--- src/rtl/ethernet_tx_dma_pkg.sv ---
// Shared types and MMIO map for the ethernet TX DMA master.
// Addresses match the ethernet controller's slave decoder.
package ethernet_tx_dma_pkg;

  typedef enum logic [2:0] {
    IDLE,
    POLL_REQ,
    POLL_RESP,
    STREAM,
    DRAIN,
    SIZE,
    SEND,
    CLEAR
  } state_e;

  localparam logic [1:0] op_size_word_c = 2'b10;

  localparam int eth_mtu_c           = 2048;
  localparam int tx_buf_base_c       = 'h1000;
  localparam int tx_size_addr_c      = 'h0828;
  localparam int tx_send_addr_c      = 'h0830;
  localparam int tx_status_addr_c    = 'h0838;
  localparam int tx_irq_clear_addr_c = 'h0840;

endpackage

--- src/rtl/ethernet_tx_dma.sv ---
// Streams frames into the ethernet TX buffer over MMIO.
// Define ETHERNET_TX_DMA_IRQ_WAIT_EN to gate on TX irq instead of polling.
module ethernet_tx_dma
  import ethernet_tx_dma_pkg::*;
#(
  parameter int data_width_p        = 32,
  parameter int eth_mtu_p           = eth_mtu_c,
  parameter int addr_width_p        = 14,
  parameter int tx_buf_base_p       = tx_buf_base_c,
  parameter int tx_size_addr_p      = tx_size_addr_c,
  parameter int tx_send_addr_p      = tx_send_addr_c,
  parameter int tx_status_addr_p    = tx_status_addr_c,
  parameter int tx_irq_clear_addr_p = tx_irq_clear_addr_c,
  parameter int count_width_p       = 16
) (
  input  logic                     clk_i,
  input  logic                     reset_n_i,
  input  logic [data_width_p-1:0]  data_i,
  input  logic                     v_i,
  input  logic                     last_i,
  input  logic [1:0]               last_bytes_i,
  output logic                     ready_and_o,
  output logic [addr_width_p-1:0]  addr_o,
  output logic                     write_en_o,
  output logic                     read_en_o,
  output logic [1:0]               op_size_o,
  output logic [data_width_p-1:0]  write_data_o,
  input  logic [data_width_p-1:0]  read_data_i,
  input  logic                     tx_interrupt_pending_i,
  output logic                     busy_o,
  output logic                     done_o,
  output logic                     drop_o,
  output logic [count_width_p-1:0] sent_count_o,
  output logic [count_width_p-1:0] drop_count_o
);

  localparam int cnt_w_lp = $clog2(eth_mtu_p + 1);

  state_e                   state_q;
  logic [cnt_w_lp-1:0]      byte_cnt_q;
  logic [cnt_w_lp-1:0]      inc;
  logic                     full;
  logic                     done_q;
  logic                     drop_q;
  logic [count_width_p-1:0] sent_q;
  logic [count_width_p-1:0] drop_cnt_q;
  logic                     unused_in;

`ifdef ETHERNET_TX_DMA_IRQ_WAIT_EN
  logic first_q;
  assign unused_in = ^read_data_i;
`else
  assign unused_in = ^{read_data_i[data_width_p-1:1],
                       tx_interrupt_pending_i};
`endif

  assign full = (byte_cnt_q == cnt_w_lp'(eth_mtu_p));
  assign inc  = (last_i && last_bytes_i != 2'd0)
              ? cnt_w_lp'(last_bytes_i)
              : cnt_w_lp'(4);

  assign ready_and_o  = (state_q == STREAM) || (state_q == DRAIN);
  assign busy_o       = (state_q != IDLE);
  assign done_o       = done_q;
  assign drop_o       = drop_q;
  assign sent_count_o = sent_q;
  assign drop_count_o = drop_cnt_q;

  // MMIO strobes, address and data decoded from state and handshake
  always_comb begin
    read_en_o    = 1'b0;
    write_en_o   = 1'b0;
    addr_o       = '0;
    write_data_o = '0;
    unique case (state_q)
      POLL_REQ: begin
        read_en_o = 1'b1;
        addr_o    = addr_width_p'(tx_status_addr_p);
      end
      CLEAR: begin
        write_en_o   = 1'b1;
        addr_o       = addr_width_p'(tx_irq_clear_addr_p);
        write_data_o = data_width_p'(1);
      end
      STREAM: begin
        if (v_i && !full) begin
          write_en_o   = 1'b1;
          addr_o       = addr_width_p'(tx_buf_base_p)
                       + addr_width_p'(byte_cnt_q);
          write_data_o = data_i;
        end
      end
      SIZE: begin
        write_en_o   = 1'b1;
        addr_o       = addr_width_p'(tx_size_addr_p);
        write_data_o = data_width_p'(byte_cnt_q);
      end
      SEND: begin
        write_en_o   = 1'b1;
        addr_o       = addr_width_p'(tx_send_addr_p);
        write_data_o = data_width_p'(1);
      end
      default: ;
    endcase
    op_size_o = (read_en_o || write_en_o) ? op_size_word_c : 2'b00;
  end

  // Transmit sequencer with byte counter and sent/drop counters
  always_ff @(posedge clk_i or negedge reset_n_i) begin
    if (!reset_n_i) begin
      state_q    <= IDLE;
      byte_cnt_q <= '0;
      done_q     <= 1'b0;
      drop_q     <= 1'b0;
      sent_q     <= '0;
      drop_cnt_q <= '0;
`ifdef ETHERNET_TX_DMA_IRQ_WAIT_EN
      first_q    <= 1'b1;
`endif
    end else begin
      done_q <= 1'b0;
      drop_q <= 1'b0;
      unique case (state_q)
        IDLE: begin
          if (v_i) state_q <= POLL_REQ;
        end
`ifdef ETHERNET_TX_DMA_IRQ_WAIT_EN
        POLL_REQ: begin
          if (first_q || tx_interrupt_pending_i) begin
            first_q <= 1'b0;
            state_q <= CLEAR;
          end
        end
        CLEAR: state_q <= STREAM;
`else
        POLL_REQ: state_q <= POLL_RESP;
        POLL_RESP: begin
          state_q <= read_data_i[0] ? STREAM : POLL_REQ;
        end
`endif
        STREAM: begin
          if (v_i) begin
            if (full) begin
              if (last_i) begin
                drop_q     <= 1'b1;
                drop_cnt_q <= drop_cnt_q + count_width_p'(1);
                byte_cnt_q <= '0;
                state_q    <= IDLE;
              end else begin
                state_q <= DRAIN;
              end
            end else begin
              byte_cnt_q <= byte_cnt_q + inc;
              if (last_i) state_q <= SIZE;
            end
          end
        end
        DRAIN: begin
          if (v_i && last_i) begin
            drop_q     <= 1'b1;
            drop_cnt_q <= drop_cnt_q + count_width_p'(1);
            byte_cnt_q <= '0;
            state_q    <= IDLE;
          end
        end
        SIZE: begin
          done_q  <= 1'b1;
          state_q <= SEND;
        end
        SEND: begin
          sent_q     <= sent_q + count_width_p'(1);
          byte_cnt_q <= '0;
          state_q    <= IDLE;
        end
        default: state_q <= IDLE;
      endcase
    end
  end

endmodule

--- config.mk ---
export PLATFORM = sky130hd
export DESIGN_NAME = ethernet_tx_dma
export DESIGN_NICKNAME = d
export VERILOG_FILES = /design/src/rtl/ethernet_tx_dma_pkg.sv /design/src/rtl/ethernet_tx_dma.sv
export SDC_FILE = /design/constraint.sdc
export NUM_CORES = 1
export LEC_CHECK = 0
export ABC_AREA = 1
export BUFFER_PORTS_ARGS = -buffer_cell sky130_fd_sc_hd__buf_2
export CAP_MARGIN = 20
export CORE_ASPECT_RATIO = 1.2
export CORE_UTILIZATION = 48
export DETAILED_ROUTE_END_ITERATION = 10
export PLACE_DENSITY = 0.82
export SYNTH_ARGS = -nofsm -noshare
export SYNTH_HDL_FRONTEND = slang
export SYNTH_SLANG_ARGS = --single-unit
--- constraint.sdc ---
create_clock -name clk_i -period 2.05 [get_ports clk_i]
set_input_delay 0.3075 -clock clk_i [delete_from_list [all_inputs] [get_ports clk_i]]
set_output_delay 0.3075 -clock clk_i [all_outputs]
set_load 0.01 [all_outputs]
# [Yosys cells after proc, flatten, opt, wreduce, memory -nomap -nowiden]
# Index checks and enable logic that the tools add are counted.
[totals] output_inout_bits=86 wordCells=74 mem_bits_ro=0 latchBits=0 n_memories=0 input_bits=71 regBits=49 ramBits=0
[classes] n_shift=0 add_sub_neg=4 multipliers=0 order_cmp=0 eq_ne=15 bitwise=0 muxes=33 div=0 reduce_logical=16
[ops] cell="$pmux W32 S3" n=1
[ops] cell="$pmux W14 S5" n=1
[ops] cell="$mux W16" n=4
[ops] cell="$mux W12" n=4
[ops] cell="$pmux W12 S3" n=1
[ops] cell="$add A16 B1 Y16 const B" n=2
[ops] cell="$mux W32" n=1
[ops] cell="$pmux W16 S2" n=1
[ops] cell="$mux W3" n=7
[ops] cell="$pmux W3 S6" n=1
[ops] cell="$add A13 B12 Y14 const A" n=1
[ops] cell="$mux W14" n=1
[ops] cell="$add A12 B3 Y12" n=1
[ops] cell="$eq A12 B12 Y1 const B" n=1
[ops] cell="$eq A3 B3 Y1 const B" n=4
[ops] cell="$ne A2 B2 Y1 const B" n=4
[ops] cell="$reduce_and A4 Y1" n=2
[ops] cell="$mux W1" n=7
[ops] cell="$eq A3 B2 Y1 const B" n=2
[ops] cell="$ne A3 B3 Y1 const B" n=2
[ops] cell="$reduce_bool A3 Y1" n=2
[ops] cell="$reduce_and A5 Y1" n=1
[ops] cell="$mux W2" n=2
[ops] cell="$pmux W1 S2" n=2
[ops] cell="9 further kinds" n=13

# [Depth between registers and ports, before layout]
[logic_depth] ltp_word=7 depth_mapped=11 mapped_depth_nobuf=11

# [Worst setup path after synthesis]
# Ideal clock, no wire load.
[synth_timing] kind="in2reg" from="input port last_bytes_i[0]" to="register byte_cnt_q[8]" arrival_time_ns=1.764 stages=10 path_buffers=0 path_slack_ns=0.159 t_required_ns=1.923 setup_ns=0.127 path_cell_list="o21ai_0 -> nor2_1 -> ha_1 -> fa_1 -> a21oi_1 -> nor2_1 -> nand3_1 -> nand2_1 -> nand3_1 -> o21ai_0"
[synth_via] elab_chain_len=7
[synth_lines] item="from (decl)" line="ethernet_tx_dma.sv:21" rtl="input logic [1:0] last_bytes_i,"
[synth_lines] item="$reduce_bool A2 Y1" line="ethernet_tx_dma.sv:58" rtl="assign inc = (last_i && last_bytes_i != 2'd0)"
[synth_lines] item="$logic_and A1 B1 Y1" line="ethernet_tx_dma.sv:58"
[synth_lines] item="$mux W3 (*)" line="ethernet_tx_dma.sv:59" rtl="? cnt_w_lp'(last_bytes_i)"
[synth_lines] item="$add A12 B3 Y12 (*)" line="ethernet_tx_dma.sv:153" rtl="byte_cnt_q <= byte_cnt_q + inc;"
[synth_lines] item="$mux W12 (*)" line="ethernet_tx_dma.sv:143" rtl="if (full) begin"
[synth_lines] item="$mux W12 (*)" line="ethernet_tx_dma.sv:142" rtl="if (v_i) begin"
[synth_lines] item="$pmux W12 S3 (*)" line="ethernet_tx_dma.sv:123" rtl="unique case (state_q)"
[synth_lines] item="to (signal assigned)" line="ethernet_tx_dma.sv:153"
[synth_lines] item="to (decl)" line="ethernet_tx_dma.sv:40" rtl="logic [cnt_w_lp-1:0] byte_cnt_q;"
# Every way passes the cells marked *; elsewhere a longest branch is shown, timed or not. The select of a mux whose other input is x is not followed.
# A chain may end at the register's enable or synchronous reset.

# [Worst setup path in the final report]
[layout_timing] from="register byte_cnt_q[1]" to="output port write_data_o[5]"
[layout_via] elab_chain_len=5
[layout_lines] item="$eq A12 B12 Y1" line="ethernet_tx_dma.sv:57" rtl="assign full = (byte_cnt_q == cnt_w_lp'(eth_mtu_p));"
[layout_lines] item="$logic_not A1 Y1" line="ethernet_tx_dma.sv:86" rtl="if (v_i && !full) begin"
[layout_lines] item="$logic_and A1 B1 Y1" line="ethernet_tx_dma.sv:86"
[layout_lines] item="$mux W32" line="ethernet_tx_dma.sv:86"
[layout_lines] item="$pmux W32 S3" line="ethernet_tx_dma.sv:75" rtl="unique case (state_q)"
[layout_lines] item="to (decl)" line="ethernet_tx_dma.sv:27" rtl="output logic [data_width_p-1:0] write_data_o,"
# No other way between the ends.

==> results.txt <==
The sequential cell fraction of total power is 32.4%. The register-to-register path setup slack came out at 130 ps. Measured along the x axis, the die boundary spans 79.3 um. The post-route antenna net violation count is 0. The first-pass GRT wire length came out at 15100 um. The post-placement worst setup slack came out at -0.348 ps. The number of antenna violations at the first check in global routing is 0. Counting I/O delays and the setup requirement, the final critical path takes 2030 ps. The final core utilization is 64.3%. The H-tree generated during clock tree synthesis spans 2 levels. The via count of the first global-routing pass was 3329. The type of destination of the critical path is an output pin. Counting distinct cell types in the post-synthesis netlist gives 35. The total power is 4.13 mW. The beginning of the critical path is byte_cnt_q[1].

The total setup violations reported at the end of the flow came out at 0. The signed area change from the synthesized netlist to the final layout is 29.0%. The kind of launch point of the worst setup path is a flip-flop. Summed over all cells, the static leakage comes to 2.51 nW. The upper clock frequency limit is 0.493 GHz. The DRC violation count after routing is 0.

The core outline area is 6900 um^2. In the synthesized netlist the dominant register cell turns out to be dfrtp_1. The clock network fraction of total power came out at 14.0%.

The number of antenna diodes is 0. The count of boundary I/O pins is 157. TritonCTS built the clock tree.

The endpoint identified for the worst register-to-register timing path is byte_cnt_q[8]. The classification of the worst-slack hold path is in -> reg. The overall die area is 7510 um^2. In this run the worst setup path terminates at write_data_o[5]. VDD sags by at most 0.452 mV. The HPWL after detailed placement came out at 7000 um. For the worst setup path, the data required time is 1740 ps. The summed instance area of the synthesized netlist is 3440 um^2.

The cell-internal power is 2.26 mW. The average wire length per cell after detail routing is 12.8 um. The length in cells of the worst reg-to-reg path came out at 9. The combinational cell fraction of total power came out at 53.6%. The clock-pin slew on the worst setup and hold paths is 90 ps. The number of iterations in the first detailed-routing pass is 5. The number of flops mapped to enable cells by yosys is 0. Clock latency on the worst-skew pair, taken at its later pin, is 300 ps. The flow ran to the end, and the final reports show no timing, DRC or antenna violations.

The number of pins with negative max-slew slack in the final report is 0. The port buffer count is 122. Yosys instantiated no cell more often than nand2_1.

The reg-to-reg critical path startpoint is byte_cnt_q[0]. The post-layout worst setup margin came out at 21.1 ps. The summed negative setup slack over all endpoints came out at 0 ps. The sequential fraction of the synthesis area came out at 35.6%.

The total number of vias is 3577. The net switching share of the total power is 45.4%. By count the netlist is led by nand2_1 (128), inv_1 (75), nor2_1 (52), dfrtp_1 (49), nand3_1 (30). The power density of the placed cells is 932 nW/um^2. The share of synthesized area in the top cell type comes to 35.6%. The biggest area contributor in the post-synthesis netlist is dfrtp_1. The biggest fanout along the worst timing path is 18. The worst-case hold slack is 228 ps. The overall global routing resource usage is 25.5%. Data arrives at the worst endpoint at 1720 ps. Entering global routing, the biggest net connects 34 pins. The placer's final routability congestion estimate is 0.919. The number of clock sinks is 49. The async set-or-reset flop fraction in the synthesized netlist is 100%. For this run the aggregate overflow at the end of global routing stands at 0. The initial utilization of the core area, before any placement, comes to 49.9%. The number of buffers added by the clock tree synthesis step came out at 5. The number of nets in the final layout is 705. The maximum buffer depth of the clock tree came out at 2. The number of instances in the synthesized netlist came out at 482. The number of max-cap violations came out at 0. The post-route netlist has 32.1% of its cells at a drive strength greater than 1. Setup repair after global routing could not meet its margin everywhere. The final clock skew is 11.9 ps. After the first detailed-routing iteration, the DRC count stood at 230. The ratio of final minimum period to clock period is 99.0%.

The setup path with the least slack is of type reg -> out. The tree is rooted in a clkbuf_8. The average instance area after synthesis came out at 7.14 um^2.

The floorplan has 33 rows. The total routed wirelength is 9150 um. By area the synthesized netlist is led by dfrtp_1 (36%), nand2_1 (14%), inv_1 (8.2%), nor2_1 (5.7%), xor2_1 (5.6%). The chip height came out at 94.7 um. The number of hold violations in the final report is 0.

The total number of yosys warnings is 0. The synthesis-stage register bit count came out at 49. After detailed routing, the number of vias per cell comes to 5.00.

The analysis attributes to net switching a power of 1.88 mW.
==> worst min path at each step <==
stage / depth (start not counted) / end / slack [ps] / from
2_1_floorplan: 0 / byte_cnt_q[0] / 10 / reset_n_i
3_3_place_gp: 1 / state_q[1] / 280 / reset_n_i
3_5_place_dp: 1 / done_o / 280 / reset_n_i
4_1_cts: 3 / state_q[1] / 230 / read_data_i[0]
5_1_grt: 3 / state_q[1] / 240 / read_data_i[0]
6_report: 3 / state_q[1] / 230 / read_data_i[0]
==> registers in the layout (all words and copies together) (netlist names) <==
name / flops
drop_count_o: 16
sent_count_o: 16
byte_cnt_q: 12
state_q: 3
done_o: 1
drop_o: 1
==> cell usage in the layout, fill, tap and decap left out, types with 2 or more instances in the layout <==
master,synthesis,layout
conb_1,1,2
nand3_4,3,3
nor2_4,4,5
clkinvlp_4,0,2
inv_4,2,2
nor3_1,12,12
dfrtp_1,49,45
nor2_2,4,4
buf_4,2,25
a21oi_1,9,9
nand2_1,128,126
ha_1,5,5
buf_12,0,2
nand3_1,30,29
buf_2,5,122
inv_2,4,7
nand2_2,3,5
nand4_1,10,10
o21ai_0,24,19
xnor2_1,8,8
nand2_4,3,3
o21ai_1,8,11
clkbuf_8,0,5
dfrtp_2,0,4
inv_1,75,71
nor2_1,52,51
nand3_2,2,3
xor2_1,22,22
o21ai_2,3,5
==> layout make-up <==
class                           count  area [um^2]
Fill cell                         605         2460
Multi-Input combinational cell    340         1830
Sequential cell                    49         1230
Timing Repair Buffer              151          860
Inverter                           81          317
Tap cell                           87          109
Clock buffer                        6         72.6
Clock inverter                      2         15.0
==> kinds of logic after synthesis <==
group	count (synthesis)	synth area share, %
xor gates and xnor gates	30	7.64
and+or+nand+nor	255	34.7
other	1	0.109
adders and majority gates	6	2.40
buffers and inverters	94	11.9
AOI/OAI and AO/OA	47	7.60
DFF	49	35.6
==> layer usage <==
layer	part of all wire (%)	vias up	track usage, %
li1	-	1779	-
met1	43	1631	32.7
met2	48	145	43.5
met3	7.1	22	4.25
met4	2.0	0	8.03
met5	0	-	0
==> worst max-delay path: stages (launching register included) <==
cell and delay, ps:
dfrtp_1 410, inv_2 80, nand4_1 160, nor2_4 180
nand2_4 80, nand3_4 120, inv_8 80, nand2_1 70
o21ai_0 80, buf_2 160
==> per-stage QoR <==
stage	instance area, um^2	instances
after floorplan	3440	483
after global placement	4180	693
after detailed placement	4180	693
after CTS	4350	708
after global routing	4440	716
final	4440	716
==> repair_timing <==
action,in CTS,in global routing
pin swaps,3,5
hold buffers,1,0
gates resized for setup,18,9
setup buffers,6,8
hold endpoints to repair,16,0
endpoints found under the setup margin,38,45
==> power groups by stage <==
stage | logic, mW | clock network, mW | registers, mW
after floorplan | 1.31 | 0 | 1.36
after global placement | 1.87 | 0 | 1.38
after detailed placement | 1.91 | 0 | 1.39
after CTS | 2.04 | 0.587 | 1.35
after global routing | 2.43 | 0.633 | 1.37
final | 2.22 | 0.579 | 1.34
Power figures use the tool's default switching activity.
